File: src/rtl/cnn_pool_pkg.sv
// Shared types and helpers for the CNN max-pool stages.
package cnn_pool_pkg;

    localparam int DW = 20;

    typedef logic signed [DW-1:0] pix_t;

    typedef enum logic {
        ROW_EVEN = 1'b0,
        ROW_ODD  = 1'b1
    } pool_state_t;

    // Signed maximum of two pixels; ties return b, which equals a anyway.
    function automatic pix_t smax(input pix_t a, input pix_t b);
        return (a > b) ? a : b;
    endfunction

endpackage

File: src/rtl/pool_line_buf.sv
// One-row buffer of horizontal partial maxima, one entry per pooled column.
module pool_line_buf
    import cnn_pool_pkg::*;
#(
    parameter int DEPTH = 13,
    parameter int AW    = 4
) (
    input  logic          clk,
    input  logic          wr_en,
    input  logic [AW-1:0] addr,
    input  pix_t          wr_data,
    output pix_t          rd_data
);

    pix_t mem [DEPTH];

    // Contents are never reset: every entry is rewritten on an even row before it is read.
    always_ff @(posedge clk) begin
        if (wr_en) begin
            mem[addr] <= wr_data;
        end
    end

    assign rd_data = mem[addr];

endmodule

File: src/rtl/cnn_maxpool1_stream.sv
// 2x2 stride-2 streaming max-pool using a single row of partial maxima.
module cnn_maxpool1_stream #(
    parameter int DW    = 20,
    parameter int IMG_W = 26,
    parameter int IMG_H = 26
) (
    input  logic                 clk,
    input  logic                 rst,
    input  logic                 in_valid,
    output logic                 in_ready,
    input  logic signed [DW-1:0] in_data,
    input  logic                 in_last,
    output logic                 out_valid,
    input  logic                 out_ready,
    output logic signed [DW-1:0] out_data,
    output logic                 out_last,
    output logic                 frame_err
);

    import cnn_pool_pkg::*;

    localparam int CW       = (IMG_W > 2) ? $clog2(IMG_W) : 2;
    localparam int RW       = (IMG_H > 2) ? $clog2(IMG_H) : 1;
    localparam int AW       = CW - 1;
    localparam int LB_DEPTH = IMG_W / 2;

    localparam logic [CW-1:0] COL_MAX = CW'(IMG_W - 1);
    localparam logic [RW-1:0] ROW_MAX = RW'(IMG_H - 1);

    if ((IMG_W % 2) != 0) begin : g_bad_width
        $fatal(1, "cnn_maxpool1_stream: IMG_W must be even");
    end
    if ((IMG_H % 2) != 0) begin : g_bad_height
        $fatal(1, "cnn_maxpool1_stream: IMG_H must be even");
    end
    if (DW != $bits(pix_t)) begin : g_bad_dw
        $fatal(1, "cnn_maxpool1_stream: DW must match cnn_pool_pkg::DW");
    end

    pool_state_t   state, state_next;
    logic [CW-1:0] col, col_next;
    logic [RW-1:0] row, row_next;
    pix_t          hold;
    pix_t          in_pix;
    pix_t          pair_max;
    pix_t          lb_rd;

    logic accept;
    logic col_last;
    logic at_final;
    logic hold_en;
    logic lb_we;
    logic out_load;
    logic out_last_next;
    logic frame_err_next;

    assign in_ready = !out_valid || out_ready;
    assign accept   = in_valid && in_ready;
    assign in_pix   = pix_t'(in_data);
    assign pair_max = smax(hold, in_pix);
    assign col_last = (col == COL_MAX);
    assign at_final = col_last && (row == ROW_MAX);

    pool_line_buf #(
        .DEPTH (LB_DEPTH),
        .AW    (AW)
    ) u_line_buf (
        .clk     (clk),
        .wr_en   (lb_we),
        .addr    (col[CW-1:1]),
        .wr_data (pair_max),
        .rd_data (lb_rd)
    );

    // Next-state, counter advance and per-beat datapath enables for the accepted pixel.
    always_comb begin
        state_next     = state;
        col_next       = col;
        row_next       = row;
        hold_en        = 1'b0;
        lb_we          = 1'b0;
        out_load       = 1'b0;
        out_last_next  = 1'b0;
        frame_err_next = 1'b0;

        if (accept) begin
            if (in_last && !at_final) begin
                frame_err_next = 1'b1;
                col_next       = '0;
                row_next       = '0;
                state_next     = ROW_EVEN;
            end else begin
                frame_err_next = at_final && !in_last;
                hold_en        = !col[0];
                lb_we          = col[0] && (state == ROW_EVEN);
                out_load       = col[0] && (state == ROW_ODD);
                out_last_next  = at_final;
                if (col_last) begin
                    col_next = '0;
                    if (row == ROW_MAX) begin
                        row_next   = '0;
                        state_next = ROW_EVEN;
                    end else begin
                        row_next   = row + 1'b1;
                        state_next = (state == ROW_EVEN) ? ROW_ODD : ROW_EVEN;
                    end
                end else begin
                    col_next = col + 1'b1;
                end
            end
        end
    end

    // Position counters and row-parity state.
    always_ff @(posedge clk) begin
        if (rst) begin
            state <= ROW_EVEN;
            col   <= '0;
            row   <= '0;
        end else begin
            state <= state_next;
            col   <= col_next;
            row   <= row_next;
        end
    end

    // Left pixel of the current horizontal pair.
    always_ff @(posedge clk) begin
        if (rst) begin
            hold <= '0;
        end else if (hold_en) begin
            hold <= in_pix;
        end
    end

    // Output register: loads a finished window, otherwise drains on a downstream handshake.
    always_ff @(posedge clk) begin
        if (rst) begin
            out_valid <= 1'b0;
            out_data  <= '0;
            out_last  <= 1'b0;
        end else if (out_load) begin
            out_valid <= 1'b1;
            out_data  <= smax(lb_rd, pair_max);
            out_last  <= out_last_next;
        end else if (out_ready) begin
            out_valid <= 1'b0;
        end
    end

    // Single-cycle pulse when in_last disagrees with the expected frame end.
    always_ff @(posedge clk) begin
        if (rst) begin
            frame_err <= 1'b0;
        end else begin
            frame_err <= frame_err_next;
        end
    end

endmodule

File: config.mk
export PLATFORM = sky130hd
export DESIGN_NAME = cnn_maxpool1_stream
export DESIGN_NICKNAME = d
export VERILOG_FILES = /design/src/rtl/cnn_pool_pkg.sv /design/src/rtl/pool_line_buf.sv /design/src/rtl/cnn_maxpool1_stream.sv
export SDC_FILE = /design/constraint.sdc
export NUM_CORES = 1
export LEC_CHECK = 0
export ABC_AREA = 1
export CAP_MARGIN = 20
export CORE_MARGIN = 2
export CORE_UTILIZATION = 55
export CTS_CLUSTER_DIAMETER = 30
export DETAILED_ROUTE_END_ITERATION = 6
export PLACE_DENSITY = 0.73
export SYNTH_ARGS = -nofsm -noshare
export SYNTH_HDL_FRONTEND = slang
export SYNTH_SLANG_ARGS = --single-unit
File: constraint.sdc
create_clock -name clk -period 4.8 [get_ports clk]
set_input_delay 0.96 -clock clk [delete_from_list [all_inputs] [get_ports clk]]
set_output_delay 0.96 -clock clk [all_outputs]
set_load 0.01 [all_outputs]
==> results of run 1 <==
sequential cells by signal, indices dropped and copies added, names as in the netlist, named ones only:
signal          cells
out_last            1
row                 5
out_data           20
hold               20
state               1
frame_err           1
u_line_buf.mem    260
col                 5
out_valid           1
through the flow:
stage | cell area, µm² | setup TNS [ns] | util [%] | setup slack [ns]
2_1_floorplan | 14300 | 0 | - | 0.764
3_3_place_gp | 15300 | 0 | 60.3 | 0.0598
3_5_place_dp | 15300 | -0.166 | 60.3 | -0.0344
4_1_cts | 17100 | 0 | 67.5 | 0.477
5_1_grt | 17100 | 0 | 67.5 | 0.0919
6_report | 17100 | 0 | 67.5 | 0.418
layout make-up:
| cell class | instances | area share [%] |
|---|---|---|
| Timing Repair Buffer | 106 | 5.62 |
| Clock buffer | 65 | 8.27 |
| Tap cell | 330 | 2.42 |
| Sequential cell | 318 | 52.5 |
| Multi-Input combinational cell | 890 | 27.0 |
| Inverter | 84 | 1.85 |
| Clock inverter | 36 | 2.36 |
synthesized netlist by cell type, drive strengths merged:
library cell / number / area (µm²)
nor2: 267 / 1010
edfxtp: 260 / 7810
o21ai: 190 / 951
nand2: 183 / 697
inv: 84 / 315
nand3: 76 / 490
a21oi: 63 / 390
dfxtp: 58 / 1160
ha: 45 / 563
buf: 39 / 262
clkbuf: 36 / 136
o211ai: 16 / 120
o22ai: 16 / 100
o221ai: 9 / 78.8
nor3: 7 / 40.0
nand4: 5 / 31.3
a211oi: 4 / 30.0
a21o: 2 / 15.0
nor3b: 2 / 15.0
a2bb2oi: 1 / 8.76
a31oi: 1 / 6.26
nor4: 1 / 6.26
or2: 1 / 6.26
xor2: 1 / 8.76
report_power, final:
part           leakage (nW)  switching, mW  total (mW)  internal, mW
Sequential             2.84         0.0136        3.06          3.05
Combinational          2.63          0.320       0.498         0.178
Clock                 0.875           1.32        3.80          2.48
worst reg2reg max path: stages, from the launching register on:
cell	delay, ns
dfxtp_1	0.38
ha_1	0.27
buf_4	0.15
a21oi_1	0.12
nand2_1	0.07
a21oi_1	0.26
nand4_1	0.17
nand2_2	0.14
buf_12	0.18
nand3_2	0.09
nand2_1	0.11
inv_1	0.06
ha_1	0.29
nand2_1	0.07
nor2_1	0.17
nand2_1	0.10
nor2_1	0.16
nand2_1	0.10
nand4_1	0.13
nand3_2	0.15
buf_12	0.19
nor2_1	0.10
nor2_1	0.06
nand2_1	0.10
a21oi_2	0.05
how the worst max path moves through the flow:
stage                    to  cells after the start
2_1_floorplan   out_data[9]                     26
3_3_place_gp   out_data[17]                     26
3_5_place_dp   out_data[17]                     26
4_1_cts        out_data[17]                     26
5_1_grt        out_data[10]                     26
6_report       out_data[10]                     26
cell families after synthesis:
| logic type | after synthesis |
|---|---|
| compound gates | 302 |
| simple gates | 542 |
| flops | 318 |
| xor+xnor | 1 |
| fa+ha+maj | 45 |
| buf+inv | 159 |
metal layers:
layer	global-route usage (%)	vias to the layer above	share of wire (%)
li1	-	4949	-
met1	35.5	4944	40
met2	44.5	507	49
met3	4.70	76	8.4
met4	9.68	0	2.8
met5	0	-	0
==> results.tsv, run 1 <==
metric	value	unit
io_pins	49	
max_cap_viol_count	0	
reg2reg_to	out_data[10]	
hold_start	row[4]	
ant_nets	0	
hold_depth	2	
dp_cells	1728	
fp.dieW	165	µm
hold_ws	0.473	ns
crit_arrival	4.78	ns
synth_cells	1367	
mostFrequentLayoutCells	edfxtp_1, nor2_1, nand2_1, o21ai_0, o21ai_1	
critPathMaxFanout	23	
finalClockSkew	0.0239	ns
multiInputGateArea	0.00461	mm²
grt_pass1_vias	10400	
syn-mean-instance-area	10.4	µm²
drv_slew	0	
synth.yosys.seq_area_share	62.9	%
routed_wl	35300	µm
grtUsageTotal	26.7	%
slew_headroom	37.0	%
wl_per_cell	19.3	µm
dp_hpwl	19700	µm
num_rows	58	
fill_cells	1788	
synthAdderAreaFrac	3.95	%
reg2reg_depth	24	
overflow	0	
vias	10500	
critPathCaptureType	flop	
p_leak	6.35	nW
core_area	0.0253	mm²
holdBufCountCts	0	
finalSetupViolations	0	
fmax	0.228	GHz
layout_commonest_cell	edfxtp_1	
syn_nets	1437	
worst_slew_pin_slew	0.943	ns
htreeDepth	2	
rrSetupSlack	1.01	ns
totalPowerFinal	7.36	mW
worstReg2RegStart	hold[19]	
antenna_found_initial	0	
drive_gt1_share	14.2	%
critical_path.max_stage_delay	0.47	ns
finalCritPeriodShare	91.3	%
fp.dieH	165	µm
synth_mux_area_share	0	%
dr.pass1.iters	5	
cts.sinks	318	
die_area	0.0272	mm²
p_per_area	431	mW/mm²
diodes	0	
grt_pass1_wl	55200	µm
synth_cell_types	37	
nNetsFinal	1524	
ys_ff_latch	318	
worst-path-buf-inv	6	
path_delay_family	simple AND/OR/NAND/NOR gates	
cts_buffers	54	
synth_top_family_by_area	simple AND/OR/NAND/NOR gates	
gp_congestion	0.885	
cts_resized	0	
synth_compound_area_share	11.9	%
rsz0062_at_grt	no	
crit_type	in2reg	
cts_buffer_depth	3	
syn_area	0.0143	mm²
yosys.area_share.simple	16.1	%
grt_max_degree	121	
critPathLaunch	in_data[19]	
stdcell_count	1829	
drtIter0Drc	1048	
cts_setup_buffers	0	
port_buffers	48	
clockRootBuffer	clkbuf_16	
clock_latency	0.56	ns
regArea	0.00897	mm²
route.detailed.drc	0	
outcome	complete, no violations	
via_per_inst	5.73	
crit_path_frequent_cell	nand2_1	
hold_class	reg2reg	
critPathRequiredTime	5.20	ns
min_to	row[4]	
start_kind	primary input	
synthXorXnorAreaFrac	0.0615	%
start_util	56.3	%
clk_pin_slew_worst_paths	0.05	ns
ys.warnings.count	0	
min_period	4.38	ns
hold_violations	0	
area_delta_synth_final	19.9	%
cts_tree	built	
ir_drop	0.273	mV
crit_path_top_delay_cell	clkdlybuf4s50_1	
(Power assumes the default switching activity.)
==> inputs of run 2 (changes only) <==
--- a/config.mk
+++ b/config.mk
@@ -6,6 +6,7 @@
 export NUM_CORES = 1
 export LEC_CHECK = 0
 export ABC_AREA = 1
+export ABC_CLOCK_PERIOD_IN_PS = 4800
 export CAP_MARGIN = 20
 export CORE_MARGIN = 2
 export CORE_UTILIZATION = 55
==> results of run 2 <==
The final DEF is identical to that of run 1; final timing and power are the same.
